**config.mk**
```make
export PLATFORM = sky130hd
export DESIGN_NAME = dff_rs_bist
export DESIGN_NICKNAME = d
export VERILOG_FILES = /design/src/rtl/dff_rs_bist_pkg.sv /design/src/rtl/dff_rs_bist_lfsr8.sv /design/src/rtl/dff_rs_bist.sv
export SDC_FILE = /design/constraint.sdc
export NUM_CORES = 1
export LEC_CHECK = 0
export ABC_AREA = 1
export CAP_MARGIN = 10
export CORE_UTILIZATION = 45
export DETAILED_ROUTE_END_ITERATION = 10
export MAX_ROUTING_LAYER = met4
export PLACE_DENSITY = 0.65
export SETUP_SLACK_MARGIN = 0.3
export SYNTH_ARGS = -nofsm -noshare
export SYNTH_HDL_FRONTEND = slang
export SYNTH_HIERARCHICAL = 1
export SYNTH_SLANG_ARGS = --single-unit
```
**constraint.sdc**
```tcl
create_clock -name clk -period 3.95 [get_ports clk]
set_input_delay 0.5925 -clock clk [delete_from_list [all_inputs] [get_ports clk]]
set_output_delay 0.5925 -clock clk [all_outputs]
set_load 0.02 [all_outputs]
```
**src/rtl/dff_rs_bist_pkg.sv**
```systemverilog
// Shared types and constants for the set/reset flip-flop self-test controller.
// Latency: n/a (declarations only).
// Backpressure: n/a.
package dff_rs_bist_pkg;

   // Test sequence phases, in the order they are visited.
   typedef enum logic [2:0] {
      ST_IDLE  = 3'd0,
      ST_RST   = 3'd1,
      ST_SET   = 3'd2,
      ST_RUN   = 3'd3,
      ST_DRAIN = 3'd4,
      ST_DONE  = 3'd5
   } state_t;

   // 8-bit Fibonacci LFSR, x^8+x^6+x^5+x^4+1.
   // Bits 7,5,4,3 feed back into bit 0 on each left shift.
   localparam int                LFSR_W     = 8;
   localparam logic [LFSR_W-1:0] LFSR_TAPS  = 8'hB8;

   // An all-zero state would lock the LFSR, so a zero seed is replaced.
   localparam logic [LFSR_W-1:0] SEED_SUBST = 8'h01;

   // Bit shifted into position 0 on the next step.
   function automatic logic lfsr_fb(input logic [LFSR_W-1:0] cur);
      return ^(cur & LFSR_TAPS);
   endfunction

   // One LFSR step.
   function automatic logic [LFSR_W-1:0] lfsr_next(input logic [LFSR_W-1:0] cur);
      return {cur[LFSR_W-2:0], lfsr_fb(cur)};
   endfunction

   // Seed actually loaded into the LFSR.
   function automatic logic [LFSR_W-1:0] seed_fix(input logic [LFSR_W-1:0] s);
      return (s == '0) ? SEED_SUBST : s;
   endfunction

   // Phases in which a stimulus vector is driven and the LFSR advances.
   function automatic logic is_stim(input state_t s);
      return (s == ST_RST) || (s == ST_SET) || (s == ST_RUN);
   endfunction

endpackage

```
**src/rtl/dff_rs_bist_lfsr8.sv**
```systemverilog
// Pseudo-random D source: 8-bit Fibonacci LFSR with synchronous load.
// Latency: new value one edge after load/en.
// Backpressure: none; en simply holds the state when low.
module lfsr8
   import dff_rs_bist_pkg::*;
(
   input  logic       clk,
   input  logic       reset_n,
   input  logic       load,
   input  logic       en,
   input  logic [7:0] seed,
   output logic [7:0] q
);

   // Reset and load both restart the sequence from the seed; otherwise step when enabled.
   always_ff @(posedge clk) begin
      if (!reset_n || load) begin
         q <= seed;
      end else if (en) begin
         q <= lfsr_next(q);
      end
   end

endmodule

```
**src/rtl/dff_rs_bist.sv**
```systemverilog
// Built-in self-test for a synchronous set/reset D flip-flop: drives stimulus, checks q against a golden model.
// Latency: done rises 2*PHASE_LEN+RUN_LEN+1 edges after the edge that samples start.
// Backpressure: start is ignored while busy; results hold in DONE until the next start or reset.
module dff_rs_bist
   import dff_rs_bist_pkg::*;
#(
   parameter int          PHASE_LEN = 4,
   parameter int          RUN_LEN   = 32,
   parameter logic [7:0]  LFSR_SEED = 8'hA5,
   parameter int          ERR_W     = 8
)
(
   input  logic             clk,
   input  logic             reset_n,
   input  logic             start,
   output logic             dut_d,
   output logic             dut_set_n,
   output logic             dut_reset_n,
   input  logic             dut_q,
   output logic             busy,
   output logic             done,
   output logic             pass,
   output logic [ERR_W-1:0] err_count
);

   localparam logic [7:0] SEED    = seed_fix(LFSR_SEED);
   localparam int         MAX_LEN = (PHASE_LEN > RUN_LEN) ? PHASE_LEN : RUN_LEN;
   localparam int         CNT_W   = $clog2(MAX_LEN + 1);

   localparam logic [CNT_W-1:0] PHASE_LAST = CNT_W'(PHASE_LEN - 1);
   localparam logic [CNT_W-1:0] RUN_LAST   = CNT_W'(RUN_LEN - 1);

   state_t           state;
   state_t           state_nxt;
   logic [CNT_W-1:0] cnt;
   logic [CNT_W-1:0] cnt_nxt;
   logic             start_ok;

   logic [7:0]       lfsr_q;
   logic             lfsr_en;

   logic             d_nxt;
   logic             set_n_nxt;
   logic             reset_n_nxt;

   logic             exp_q;
   logic             check_en;
   logic             mismatch;
   logic [ERR_W-1:0] err_nxt;

   lfsr8 u_lfsr (
      .clk     (clk),
      .reset_n (reset_n),
      .load    (start_ok),
      .en      (lfsr_en),
      .seed    (SEED),
      .q       (lfsr_q)
   );

   // The LFSR advances once for every cycle spent in a stimulus phase.
   assign lfsr_en = is_stim(state);

   // Next-state logic: walk the phases, counting each one down to its last cycle.
   always_comb begin
      state_nxt = state;
      cnt_nxt   = cnt;
      start_ok  = 1'b0;
      case (state)
         ST_IDLE, ST_DONE: begin
            if (start) begin
               start_ok  = 1'b1;
               state_nxt = ST_RST;
               cnt_nxt   = '0;
            end
         end
         ST_RST: begin
            if (cnt == PHASE_LAST) begin
               state_nxt = ST_SET;
               cnt_nxt   = '0;
            end else begin
               cnt_nxt = cnt + 1'b1;
            end
         end
         ST_SET: begin
            if (cnt == PHASE_LAST) begin
               state_nxt = ST_RUN;
               cnt_nxt   = '0;
            end else begin
               cnt_nxt = cnt + 1'b1;
            end
         end
         ST_RUN: begin
            if (cnt == RUN_LAST) begin
               state_nxt = ST_DRAIN;
               cnt_nxt   = '0;
            end else begin
               cnt_nxt = cnt + 1'b1;
            end
         end
         ST_DRAIN: begin
            state_nxt = ST_DONE;
         end
         default: begin
            state_nxt = ST_IDLE;
            cnt_nxt   = '0;
         end
      endcase
   end

   // Vector for the phase being entered. D is the LFSR bit that will be current after this edge:
   // the seed on the start edge, otherwise the bit the LFSR shifts in.
   always_comb begin
      d_nxt       = 1'b0;
      set_n_nxt   = 1'b1;
      reset_n_nxt = 1'b0;
      if (is_stim(state_nxt)) begin
         d_nxt = start_ok ? SEED[0] : lfsr_fb(lfsr_q);
      end
      if ((state_nxt == ST_RST) || (state_nxt == ST_SET)) begin
         set_n_nxt = 1'b0;
      end
      if ((state_nxt == ST_SET) || (state_nxt == ST_RUN)) begin
         reset_n_nxt = 1'b1;
      end
   end

   // Error accumulation: cleared by start, saturating at all-ones.
   always_comb begin
      mismatch = check_en && (dut_q != exp_q);
      err_nxt  = err_count;
      if (start_ok) begin
         err_nxt = '0;
      end else if (mismatch && (err_count != '1)) begin
         err_nxt = err_count + 1'b1;
      end
   end

   // Sequencer state, registered stimulus and status outputs.
   always_ff @(posedge clk) begin
      if (!reset_n) begin
         state       <= ST_IDLE;
         cnt         <= '0;
         dut_d       <= 1'b0;
         dut_set_n   <= 1'b1;
         dut_reset_n <= 1'b0;
         busy        <= 1'b0;
         done        <= 1'b0;
         pass        <= 1'b0;
         err_count   <= '0;
         check_en    <= 1'b0;
      end else begin
         state       <= state_nxt;
         cnt         <= cnt_nxt;
         dut_d       <= d_nxt;
         dut_set_n   <= set_n_nxt;
         dut_reset_n <= reset_n_nxt;
         busy        <= (state_nxt != ST_IDLE) && (state_nxt != ST_DONE);
         done        <= (state_nxt == ST_DONE);
         pass        <= (state_nxt == ST_DONE) && (err_nxt == '0);
         err_count   <= err_nxt;
         // The flip-flop answers one edge after each vector, so comparing starts one edge late
         // and covers exactly one cycle per stimulus vector.
         check_en    <= is_stim(state);
      end
   end

   // Golden flip-flop: same one-edge latency and reset-over-set precedence as the cell under test.
   always_ff @(posedge clk) begin
      if (!reset_n) begin
         exp_q <= 1'b0;
      end else if (!dut_reset_n) begin
         exp_q <= 1'b0;
      end else if (!dut_set_n) begin
         exp_q <= 1'b1;
      end else begin
         exp_q <= dut_d;
      end
   end

endmodule

```
### Yosys cells after proc, flatten, opt, wreduce, memory -nomap -nowiden

Index checks and enable logic that the tools add are counted.

* logic and storage cells: 67
* memories: 0
* register bits: 33
* bits in latches: 0
* memory bits (writable): 0
* memory bits (read-only): 0

* bitwise gates (word level): 1
* add/sub/neg operators: 2
* $mul: 0
* reductions and logical operators: 20
* shift operators: 0
* divide/modulo/power cells: 0
* order comparisons: 0
* equal/unequal tests: 15
* muxes and demuxes: 17

Operators by type and width (number)
* $pmux 6 s4: 1
* $mux 6: 3
* $mux 8: 2
* $pmux 3 s5: 1
* $eq 3x2->1 const B: 4
* $mux 3: 4
* $eq 3x3->1 const B: 3
* $add 8x1->8 const B: 1
* $logic_not 8->1: 1
* $ne 8x8->1 const B: 1
* $reduce_xor 8->1: 1
* $add 6x1->6 const B: 1
* $eq 3x1->1 const B: 2
* $eq 6x2->1 const B: 1
* $eq 6x5->1 const B: 1
* $logic_or 1x1->1: 6
* $mux 1: 6
* $reduce_and 2->1: 3
* $logic_and 1x1->1: 4
* $reduce_or 2->1: 2
* $logic_not 3->1: 1
* $ne 3x3->1 const B: 1
* $reduce_bool 3->1: 1
* $ne 2x2->1 const B: 1
* 3 further kinds: 3

### Longest topological paths before layout

* depth after elaboration: 7
* depth in mapped cells: 12
* mapped depth without buffers: 12

### Hierarchy

The synthesis kept the hierarchy.

By module, submodules not included
* dff_rs_bist: cells an instance 227, seq. area each 500.5 sq um, times used 1, area each 1458.9 sq um
* lfsr8: cells an instance 52, seq. area each 240.2 sq um, times used 1, area each 444.2 sq um

### Least setup slack after synthesis

Ideal clock, no wire load.

* path kind: input to register
* start: in start
* end: reg u_lfsr.q[0], enable pin
* library setup time: 330 ps
* data required time: 3620 ps
* setup slack: 2115 ps
* arrival time: 1505 ps
* cell stages on the path: 8
* path through: inv_1 a21oi_1 nand2_1 buf_6 inv_1 nor2_4 inv_2 or2_1

* word-level cells in the longest chain between the ends: 3

RTL lines
* start, declared: line dff_rs_bist.sv:15 `input logic start,`
* $mux 1: line dff_rs_bist.sv:70 `if (start) begin`
* $mux 1: line dff_rs_bist.sv:68 `case (state)`
* net start_ok: line dff_rs_bist.sv:37 `logic start_ok;`
* $logic_or 1x1->1: line dff_rs_bist_lfsr8.sv:17 `if (!reset_n || load) begin`
* end signal, assigned: line dff_rs_bist_lfsr8.sv:20 `q <= lfsr_next(q);`
* end, declared: line dff_rs_bist_lfsr8.sv:12 `output logic [7:0] q`

The timed path passes the listed nets, and every way through them passes these cells.
A chain may end at the register's enable or synchronous reset.

### Worst setup path after layout

Ends and elaborated chain as after synthesis.

==> results_dict.tcl <==
set metrics [dict create \
    status "finished, final reports clean" \
    grt_pass1_vias 1442 \
    viasPerCell 4.553 \
    tritoncts "done" \
    drtIter0Drc 62 \
    numCtsBuffers 5 \
    postSynthAreaPerCell_um2 6.821 \
    place_area_um2 2128 \
    cts_resized 0 \
    design_area_um2 2235 \
    via_count 1621 \
    worstSetupPathType "input pin to register" \
    cts.clk_slew.worst_paths_ns 0.06 \
    nFillCells 399 \
    syn_inst 279 \
    critPathLaunchType "input pin" \
    critical_path_arrival_ns 2.43 \
    min_to "exp_q$_SDFF_PN0_" \
    num_antenna_cells 0 \
    place_congestion 0.7461 \
    maxCapViolCount 0 \
    drc 0 \
    grt.overflow.total 0 \
    rr_worst_depth 8 \
    h-tree-depth 2 \
    port-buffer-count 17 \
    fin_crit_ns 2.493 \
    crit_fanout 12 \
    drive_above_1_share 0.1111 \
    postCtsHoldBufs 0 \
    r2r_end "u_lfsr/q[0]$_DFFE_PP_" \
    max_freq_ghz 0.4011 \
    hold_class "register to register" \
    syn_area_um2 1903 \
    rsz0062_at_grt "false" \
    yosys_warnings 6 \
    finalSetupViolCount 0 \
    ys_seq_area_frac 0.3892 \
    final_net_count 311 \
    dp_hpwl_um 2867 \
    ir_worst_vdd_v 0.0002254 \
    final_cell_mix "nand2_1, inv_1, nor2_1" \
    first_pass_iters 5 \
    cts_buffer_depth 2 \
    r2r_start "state[0]$_SDFF_PN0_" \
    holdCritStartpoint "dut_set_n$_SDFF_PN1_" \
    grt_pass1_wl_um 6203 \
    cp.required_ns 3.89 \
    wl_per_cell_um 10.37 \
    utilization 0.5547 \
    root_buffer "clkbuf_8" \
    drtAntennaViolNets 0 \
    endpoint_kind "register" \
    finalMaxSlewViolations 0 \
    grt_util_all_layers 0.1923 \
    core_area_um2 4029 \
    clock_latency_ns 0.27 \
    period_share 0.6311 \
    grt_max_degree 14 \
    ys_seq_elements 33 \
    tns_ns 0 \
    initial_core_util 0.4724 \
    area_growth_pct 17.42 \
    grt_antenna_before_repair 0 \
    mostFrequentLayoutCell "nand2_1" \
    hold_viol 0 \
    ios 18 \
    hold-worst-slack_ns 0.4313 \
    hold_depth 1 \
    power.density_nw_per_um2 359.0 \
    die_area_um2 4493 \
    rows 23 \
    die_h_um 67.03 \
    finClkSkew_ns 0.006032 \
    die_w_um 67.03 \
    routed_wl_um 3690 \
    p_total_w 0.0008023 \
    ys_types 32 \
    r2r_slack_ns 1.83 \
    leakage_nw 1.105 \
    cts_setup_buffers 0 \
    cts_sinks 33 \
]
==> flip-flops by register name, summed over array words and instances, names as in the netlist <==
name         flops
err_count        8
u_lfsr/q         8
cnt              6
state            3
busy             1
check_en         1
done             1
dut_d            1
dut_reset_n      1
dut_set_n        1
exp_q            1
pass             1
==> cells in the mapped netlist <==
| cell | n | share of area |
|---|---|---|
| nand2_4 | 1 | 0.0059 |
| nand3b_1 | 2 | 0.0079 |
| a211oi_1 | 1 | 0.0039 |
| a21oi_1 | 7 | 0.018 |
| nor2_2 | 4 | 0.013 |
| nand4_1 | 2 | 0.0066 |
| inv_1 | 38 | 0.075 |
| edfxtp_1 | 8 | 0.13 |
| nor3_2 | 1 | 0.0053 |
| inv_4 | 1 | 0.0033 |
| a31oi_1 | 1 | 0.0033 |
| ha_1 | 2 | 0.013 |
| dfxtp_1 | 25 | 0.26 |
| nand3_2 | 2 | 0.011 |
| nand2_8 | 1 | 0.011 |
| nor2_4 | 3 | 0.018 |
| o21ai_1 | 5 | 0.013 |
| xor2_1 | 2 | 0.0092 |
| nand3_1 | 16 | 0.042 |
| nor2_1 | 27 | 0.053 |
| nor2_8 | 1 | 0.011 |
| buf_6 | 2 | 0.012 |
| nand2_1 | 100 | 0.20 |
| nor3_1 | 2 | 0.0053 |
| xnor2_1 | 3 | 0.014 |
| or2_1 | 1 | 0.0033 |
| o21ai_2 | 3 | 0.014 |
| conb_1 | 2 | 0.0039 |
| inv_2 | 7 | 0.014 |
| clkbuf_1 | 2 | 0.0039 |
| o21ai_0 | 3 | 0.0079 |
| nand2_2 | 4 | 0.013 |
==> power breakdown <==
part	switching, W	leakage [nW]	internal [W]	total [W]
Combinational	0.0000759	0.766	0.0000427	0.000119
Sequential	0.0000131	0.286	0.000369	0.000382
Clock	0.000115	0.0528	0.000186	0.000301
==> worst max-delay path by stage <==
stage / slack, ns / end / start / cells after the start
2_1_floorplan: 2.12 / u_lfsr/q[0]$_DFFE_PP_ / start / 8
3_3_place_gp: 1.25 / u_lfsr/q[0]$_DFFE_PP_ / start / 8
3_5_place_dp: 1.20 / u_lfsr/q[5]$_DFFE_PP_ / start / 8
4_1_cts: 1.49 / u_lfsr/q[0]$_DFFE_PP_ / start / 8
5_1_grt: 1.30 / u_lfsr/q[1]$_DFFE_PP_ / start / 8
6_report: 1.46 / u_lfsr/q[0]$_DFFE_PP_ / start / 8
==> metal layers <==
metal	up-vias	wire, um	track usage
li1	900	-	-
met1	698	1839	0.2381
met2	21	1748	0.3200
met3	2	83	0.03082
met4	0	19	0.05585
met5	-	0	-
==> per-stage QoR <==
step | cells | setup slack [ns]
3_5_place_dp | 348 | 1.197
4_1_cts | 356 | 1.489
2_1_floorplan | 285 | 2.115
3_3_place_gp | 348 | 1.255
5_1_grt | 356 | 1.299
6_report | 356 | 1.457
==> logic make-up (layout without fill, tap and decap cells) <==
kind of cell,count (synthesis),after routing,synth area share
other,2,8,0.003946
AOI/OAI and AO/OA,20,20,0.06049
adders and majority gates,2,2,0.01315
DFF,33,33,0.3892
and+or+nand+nor,167,167,0.4024
buffers and inverters,50,71,0.1078
xor gates and xnor gates,5,5,0.02302
==> worst max-delay path, stage by stage <==
cell and delay [ns]:
clkdlybuf4s50_1 0.48, inv_1 0.05, a21oi_1 0.18, nand2_1 0.29, inv_1 0.21, nor2_4 0.08, inv_2 0.18, or2_1 0.37
==> final cells by class <==
cell class / instances / area, um2 / share of cell area
inverter: 46 / 175.2 / 0.07839
clock buffer: 6 / 72.57 / 0.03247
clock inverter: 2 / 33.78 / 0.01512
sequential: 33 / 740.7 / 0.3315
timing repair buffer: 17 / 170.2 / 0.07615
tap: 50 / 62.56 / 0.02800
multi-input combinational: 202 / 979.7 / 0.4384
(Power assumes the default switching activity.)
